`src/rtl/mux_sel_scheduler_pkg.sv`:
```
// Shared definitions for the round-robin mux select scheduler:
// channel encodings, FSM state type and the reset value of the
// round-robin pointer.
package mux_sel_scheduler_pkg;

  // Channel encodings, matching the {S1,S0} select of the downstream 4x1 mux.
  localparam logic [1:0] CH_A = 2'd0;
  localparam logic [1:0] CH_B = 2'd1;
  localparam logic [1:0] CH_C = 2'd2;
  localparam logic [1:0] CH_D = 2'd3;

  // The pointer resets to the last channel so that the first search starts at channel A.
  localparam logic [1:0] RST_LAST = CH_D;

  typedef enum logic [1:0] {
    ST_IDLE  = 2'd0,
    ST_HOLD  = 2'd1,
    ST_VALID = 2'd2
  } state_t;

endpackage

```
`src/rtl/mux_sel_scheduler_pick.sv`:
```
// Combinational round-robin picker. It searches req in the order
// last+1, last+2, last+3, last (modulo 4) and returns the first
// requesting channel. any flags that at least one request is present.
module rr_pick4
  import mux_sel_scheduler_pkg::*;
(
  input  logic [3:0] req,
  input  logic [1:0] last,
  output logic [1:0] win,
  output logic       any
);

  // Walk the search order from lowest to highest priority so the highest-priority hit is written last.
  always_comb begin
    // NOTE: every output of a combinational block gets a default first; otherwise a path that skips the assignment infers a latch.
    win = last;
    any = |req;
    for (int k = 4; k >= 1; k--) begin
      if (req[2'(last + 2'(k))]) begin
        win = 2'(last + 2'(k));
      end
    end
  end

endmodule

```
`src/rtl/mux_sel_scheduler.sv`:
```
// Round-robin select sequencer for a 4x1 mux. It grants one of four
// channel requests, parks the mux select on the winner for Dwell
// cycles, then raises Valid until the consumer acknowledges.
// All outputs are registered.
module mux_sel_scheduler
  import mux_sel_scheduler_pkg::*;
#(
  parameter int DWELL_W = 4
) (
  input  logic               Clk,
  input  logic               Rst,
  input  logic               En,
  input  logic [3:0]         Req,
  input  logic [DWELL_W-1:0] Dwell,
  input  logic               Ack,
  output logic               S1,
  output logic               S0,
  output logic               Valid,
  output logic               Busy
);

  state_t             state;
  logic [DWELL_W-1:0] cnt;
  logic [1:0]         last;
  logic [1:0]         win;
  logic               any;

  rr_pick4 u_pick (
    .req  (Req),
    .last (last),
    .win  (win),
    .any  (any)
  );

  // Scheduler FSM with dwell counter, round-robin pointer and registered outputs.
  always_ff @(posedge Clk) begin
    if (Rst) begin
      // NOTE: sequential state uses non-blocking assignments so that every register samples pre-edge values.
      state <= ST_IDLE;
      cnt   <= '0;
      last  <= RST_LAST;
      S1    <= 1'b0;
      S0    <= 1'b0;
      Valid <= 1'b0;
      Busy  <= 1'b0;
    end else begin
      case (state)
        ST_IDLE: begin
          if (En && any) begin
            {S1, S0} <= win;
            last     <= win;
            cnt      <= Dwell;
            Busy     <= 1'b1;
            if (Dwell != '0) begin
              state <= ST_HOLD;
            end else begin
              state <= ST_VALID;
              Valid <= 1'b1;
            end
          end
        end
        ST_HOLD: begin
          // The grant is committed here: Req, En and Dwell are not looked at.
          if (cnt == DWELL_W'(1)) begin
            state <= ST_VALID;
            Valid <= 1'b1;
            cnt   <= '0;
          end else begin
            cnt <= cnt - DWELL_W'(1);
          end
        end
        ST_VALID: begin
          if (Ack) begin
            state <= ST_IDLE;
            Valid <= 1'b0;
            Busy  <= 1'b0;
          end
        end
        default: begin
          state <= ST_IDLE;
          Valid <= 1'b0;
          Busy  <= 1'b0;
        end
      endcase
    end
  end

endmodule
```
`config.mk`:
```
export PLATFORM = sky130hd
export DESIGN_NAME = mux_sel_scheduler
export DESIGN_NICKNAME = d
export VERILOG_FILES = /design/src/rtl/mux_sel_scheduler_pkg.sv /design/src/rtl/mux_sel_scheduler_pick.sv /design/src/rtl/mux_sel_scheduler.sv
export SDC_FILE = /design/constraint.sdc
export NUM_CORES = 1
export LEC_CHECK = 0
export CAP_MARGIN = 40
export CORE_MARGIN = 2
export CORE_UTILIZATION = 50
export CTS_CLUSTER_DIAMETER = 40
export CTS_CLUSTER_SIZE = 10
export DETAILED_ROUTE_END_ITERATION = 7
export DONT_BUFFER_PORTS = 1
export PLACE_DENSITY_LB_ADDON = 0.25
export SYNTH_ARGS = -nofsm -noshare
export SYNTH_HDL_FRONTEND = slang
export SYNTH_SLANG_ARGS = --single-unit
```
`constraint.sdc`:
```
create_clock -name Clk -period 2.22 [get_ports Clk]
set_clock_uncertainty 0.15 [all_clocks]
set_input_delay 0.333 -clock Clk [delete_from_list [all_inputs] [get_ports Clk]]
set_output_delay 0.333 -clock Clk [all_outputs]
set_load 0.02 [all_outputs]
```
==> flow_metrics.env, run 1 <==
export IMPL_gr_usage_all_layers=0.198
export IMPL_critPathCaptureType="flip-flop"
export IMPL_cp_data_arrival_time_ps=1710
export IMPL_postSynthCellCount=87
export IMPL_tns_ps=0
export IMPL_cts_htree_levels=1
export IMPL_grt_max_degree=11
export IMPL_crit_fanout=8
export IMPL_drtAntennaViolNets=0
export IMPL_hold_viol_final=0
export IMPL_antenna_cells=0
export IMPL_r2r_cells=4
export IMPL_seqCellArea_sq_um=240
export IMPL_grt_pass1_wl_mm=2.62
export IMPL_tightest_slew_ps=584
export IMPL_area_delta_synth_final_pct=8.87
export IMPL_path_depth=4
export IMPL_cts_root_buf="clkbuf_4"
export IMPL_die_w_microns=41.9
export IMPL_ctsLongestPathBuffers=2
export IMPL_dr_first_iter_drc_count=23
export IMPL_ios=16
export IMPL_cts_buffers=3
export IMPL_dr_pass1_iters=4
export IMPL_synth_edf_count=0
export IMPL_drive_gt1_frac=0.0667
export IMPL_final_nets=105
export IMPL_cpPeakStageDelay_ps=470
export IMPL_overflow=0
export IMPL_via_per_inst=6.30
export IMPL_status="finished clean"
export IMPL_postCtsSetupRepairBufs=0
export IMPL_netlist_area_sq_um=719
export IMPL_synth_nets=101
export IMPL_antenna_found_initial=0
export IMPL_ys_warn_count=0
export IMPL_holdPathStages=2
export IMPL_ys_ff_latch=12
export IMPL_grt_pass1_vias=568
export IMPL_slew_headroom=0.607
export IMPL_clk_latency_ps=290
export IMPL_n_fill_cell=123
export IMPL_finalCritPeriodShare=0.747
export IMPL_power_density_nw_per_um2=869
export IMPL_p_leak_nw=0.295
export IMPL_slew_viol_final=0
export IMPL_regToRegSetupSlack_ps=560
export IMPL_fp_dieH_microns=41.9
export IMPL_path_buf_inv=1
export IMPL_gp_congestion=0.807
export IMPL_ys_seq_area_frac=0.334
export IMPL_rsz0062_at_grt="no"
export IMPL_min_from="Rst"
export IMPL_hold_class="in -> reg"
export IMPL_drc=0
export IMPL_vias=662
export IMPL_cp_data_required_time_ps=2270
export IMPL_start_util=0.546
export IMPL_design_die_area_sq_um=1760
export IMPL_critical_path_class="reg -> reg"
export IMPL_async_flop_share=0
export IMPL_start_kind="flip-flop"
export IMPL_num_rows=13
export IMPL_period_needed_ps=1660
export IMPL_slowest_stage="dfxtp_1"
export IMPL_maxCapViolCount=0
export IMPL_cts_tree="done"
export IMPL_crit_reg2reg_launch="state[0]"
export IMPL_core_area_sq_um=1320
export IMPL_synthFlopType="dfxtp_1"
export IMPL_final_setup_viol_count=0
export IMPL_hpwl_mm=1.12
export IMPL_clock_sink_count=12
export IMPL_critical_path_top_delay_family="compound AO/OA/AOI/OAI gates"
export IMPL_clk_pin_slew_ps=90
export IMPL_final_cell_count_no_fill=105
export IMPL_avgSynthCellArea_sq_um=8.27
export IMPL_fmax_mhz=603
export IMPL_synth_cell_types=33
export IMPL_peakVddDrop_mv=0.511
export IMPL_crit_start="state[0]"
export IMPL_wirelength_mm=1.58
export IMPL_port_buffers=0
export IMPL_path_cells="inv_1, a21oi_1, nor2_1, a211oi_1"
export IMPL_multiInputGateArea_sq_um=438
export IMPL_dp_cells=99
export IMPL_wire_per_inst_microns=15.1
[logic make-up (layout without fill, tap and decap cells)]
group,Yosys count,after routing,share of synthesized area
AO/OA/AOI/OAI,32,32,0.350
AND/OR/NAND/NOR,29,29,0.212
flip-flops,12,12,0.334
buffers and inverters,11,14,0.0574
adder cells (fa/ha/maj),2,2,0.0348
XOR/XNOR,1,1,0.0122
[routing by layer]
metal,share of wire,GRT usage
met5,0,0
met4,0.015,0.110
met3,0.055,0.0565
met2,0.43,0.278
met1,0.50,0.268
[placed cells by master (no fill, tap or decap), types with 2 or more instances in the layout]
cell type,instances
inv_1,8
nor2_1,8
dlygate4sd3_1,2
a2bb2oi_1,2
clkbuf_4,3
o21a_1,2
ha_1,2
nand2_1,5
nor3_1,3
a31oi_1,2
nor3b_1,3
nand2b_1,6
a211oi_1,4
a21oi_1,5
dfxtp_1,12
o211ai_1,3
o21ai_0,3
[power breakdown]
group,switching [mW],internal [mW]
Sequential,0.0570,0.252
Combinational,0.0950,0.0895
Clock,0.0867,0.100
[worst reg2reg max path, delay by kind of cell, from the launching register on]
family / cells / cell delay [ps]
AOI/OAI and AO/OA: 2 / 690
DFF: 1 / 470
buffers and inverters: 1 / 170
and+or+nand+nor: 1 / 90
[repair_timing]
| item | in CTS | in global routing |
|---|---|---|
| endpoints found under the hold margin | 7 | 0 |
| endpoints found under the setup margin | 0 | 0 |
| resized for setup | 0 | 0 |
| hold buffers | 2 | 0 |
[final cells by class]
cell class | count | area share
Tap cell | 15 | 0.0240
Inverter | 8 | 0.0383
Multi-Input combinational cell | 64 | 0.559
Timing Repair Buffer | 2 | 0.0256
Sequential cell | 12 | 0.307
Clock buffer | 4 | 0.0463
[through the flow]
stage          hold WS (ps)  setup slack [ps]   util  instance area, sq um  total power, mW
2_1_floorplan           334               654      -                   719            0.456
3_3_place_gp            255               559  0.552                   727            0.486
3_5_place_dp            258               563  0.552                   727            0.489
4_1_cts                83.6               617  0.594                   783            0.676
5_1_grt                93.0               422  0.594                   783            0.719
6_report               83.3               561  0.594                   783            0.680
[cells in the mapped netlist (2+ instances only)]
master | count | area share
a21oi_1 | 5 | 0.035
ha_1 | 2 | 0.035
nor2_1 | 8 | 0.042
o21ai_0 | 3 | 0.021
nor3b_1 | 3 | 0.031
o211ai_1 | 3 | 0.031
buf_1 | 2 | 0.010
dfxtp_1 | 12 | 0.33
nand2_1 | 5 | 0.026
inv_1 | 8 | 0.042
nor3_1 | 3 | 0.021
a211oi_1 | 4 | 0.042
nand2b_1 | 6 | 0.052
a2bb2oi_1 | 2 | 0.024
a31oi_1 | 2 | 0.017
o21a_1 | 2 | 0.021
[flip-flops by register name, indices dropped and copies added (netlist names)]
name / cells
S1: 1
Valid: 1
cnt: 4
last: 2
S0: 1
state: 2
Busy: 1
[final timing paths]
check             endpoint
setup / recovery    cnt[1]
hold / removal     last[1]
setup reg to reg    cnt[1]
hold reg to reg     cnt[2]
No activity file was read; power rests on OpenSTA's default activity.
==> inputs of run 2 (changes only) <==
clock period = 1.3 ns   (was 2.22 ns; I/O delays follow)
==> flow_metrics.env, run 2 (synthesis results as in run 1) <==
export IMPL_tightest_slew_ps=286
export IMPL_port_buffers=0
export IMPL_core_area_sq_um=1320
export IMPL_final_cell_count_no_fill=127
export IMPL_antenna_found_initial=0
export IMPL_hpwl_mm=1.41
export IMPL_drive_gt1_frac=0.554
export IMPL_clk_latency_ps=270
export IMPL_die_w_microns=41.9
export IMPL_dr_first_iter_drc_count=21
export IMPL_grt_pass1_vias=819
export IMPL_fp_dieH_microns=41.9
export IMPL_area_delta_synth_final_pct=60.9
export IMPL_power_density_nw_per_um2=1290
export IMPL_min_from="Rst"
export IMPL_tns_ps=-244
export IMPL_cts_root_buf="clkbuf_4"
export IMPL_violations="negative hold slack, negative setup slack"
export IMPL_via_per_inst=6.57
export IMPL_crit_start="cnt[0]"
export IMPL_final_common_cell="buf_4"
export IMPL_clock_sink_count=12
export IMPL_finalPower_mw=1.50
export IMPL_dp_cells=118
export IMPL_design_die_area_sq_um=1760
export IMPL_final_setup_viol_count=8
export IMPL_largest_reg_flops=4
export IMPL_crit_fanout=4
export IMPL_fmax_mhz=725
export IMPL_holdPathStages=1
export IMPL_slew_headroom=0.809
export IMPL_grt_max_degree=10
export IMPL_cts_buffers=3
export IMPL_grt_pass1_wl_mm=3.56
export IMPL_hold_viol_final=8
export IMPL_wirelength_mm=2.58
export IMPL_cp_data_required_time_ps=1370
export IMPL_status="finished with violations"
export IMPL_overflow=0
export IMPL_top_regs="cnt (4), last (2), state (2)"
export IMPL_gp_congestion=0.825
export IMPL_worst_hold_slack_ps=-180
export IMPL_cp_data_arrival_time_ps=1450
export IMPL_start_kind="flip-flop"
export IMPL_drtAntennaViolNets=0
export IMPL_r2r_end="Valid"
export IMPL_fin_util=0.878
export IMPL_setup_ws_ps=-79.6
export IMPL_slew_viol_final=0
export IMPL_regToRegSetupSlack_ps=-80
export IMPL_rsz0062_at_grt="yes"
export IMPL_dr_pass1_iters=4
export IMPL_ios=16
export IMPL_clk_pin_slew_ps=70
export IMPL_period_needed_ps=1380
export IMPL_peakVddDrop_mv=0.735
export IMPL_final_cell_mix="buf_4 (21), nor2_1 (7), dfxtp_1 (6)"
export IMPL_holdPathEnd="cnt[1]"
export IMPL_antenna_cells=0
export IMPL_cts_tree="done"
export IMPL_ctsLongestPathBuffers=2
export IMPL_n_fill_cell=53
export IMPL_critPathCaptureType="flip-flop"
export IMPL_drc=0
export IMPL_final_nets=128
export IMPL_num_rows=13
export IMPL_start_util=0.546
export IMPL_cts_hold_repair_buffers=2
export IMPL_vias=834
export IMPL_p_leak_nw=0.444
export IMPL_wire_per_inst_microns=20.3
export IMPL_finalCritPeriodShare=1.06
export IMPL_critical_path_class="reg -> reg"
export IMPL_hold_class="in -> reg"
export IMPL_maxCapViolCount=0
export IMPL_regMostFlops="cnt"
export IMPL_r2r_cells=5
export IMPL_cts_htree_levels=1
export IMPL_gr_usage_all_layers=0.269
export IMPL_crit_reg2reg_launch="cnt[0]"
run 2: critical path, cell delays in order (launching register included):
cell and delay, ps:
dfxtp_4 400, ha_4 150, nand2b_4 60, o21bai_4 180, o21a_1 190, o221a_2 190
run 2: worst max path at each step:
stage	endpoint	slack (ps)	cells past startpoint
after floorplan	Valid	-110	4
after global placement	Valid	-130	5
after detailed placement	Valid	-140	5
after CTS	S0	-20	4
after global routing	last[0]	-110	4
final	Valid	-80	5
run 2: where the power goes:
| group | switching [mW] | internal, mW | total (mW) | leakage [nW] |
|---|---|---|---|---|
| logic | 0.315 | 0.400 | 0.715 | 0.329 |
| registers | 0.116 | 0.441 | 0.558 | 0.102 |
| clock network | 0.116 | 0.107 | 0.223 | 0.0138 |
| total | 0.547 | 0.949 | 1.50 | 0.444 |
run 2: final cells by class:
type	instances	area (sq um)	area share
multi-input cells	64	609	0.526
repair buffers	25	209	0.181
inverters	8	37.5	0.0324
flip-flops and latches	12	260	0.225
well taps	15	18.8	0.0162
clock buffers	3	22.5	0.0195
run 2: metal layers:
layer	global-route usage	wire length [microns]
met4	0.103	85
met3	0.104	167
met2	0.428	1250
met1	0.324	1080
met5	0	0
run 2: what timing repair did:
item / in CTS / in global routing
pin swaps: 9 / 11
cloned: 0 / 0
buffers inserted: 2 / 2
gates resized for setup: 24 / 16
endpoints found under the setup margin: 11 / 10
hold endpoints to repair: 11 / 8
run 2: stage by stage:
stage / instance area (sq um) / setup WS [ps]
after floorplan: 763 / -115
after global placement: 921 / -129
after detailed placement: 921 / -138
after CTS: 1070 / -19.2
after global routing: 1160 / -110
final: 1160 / -79.6
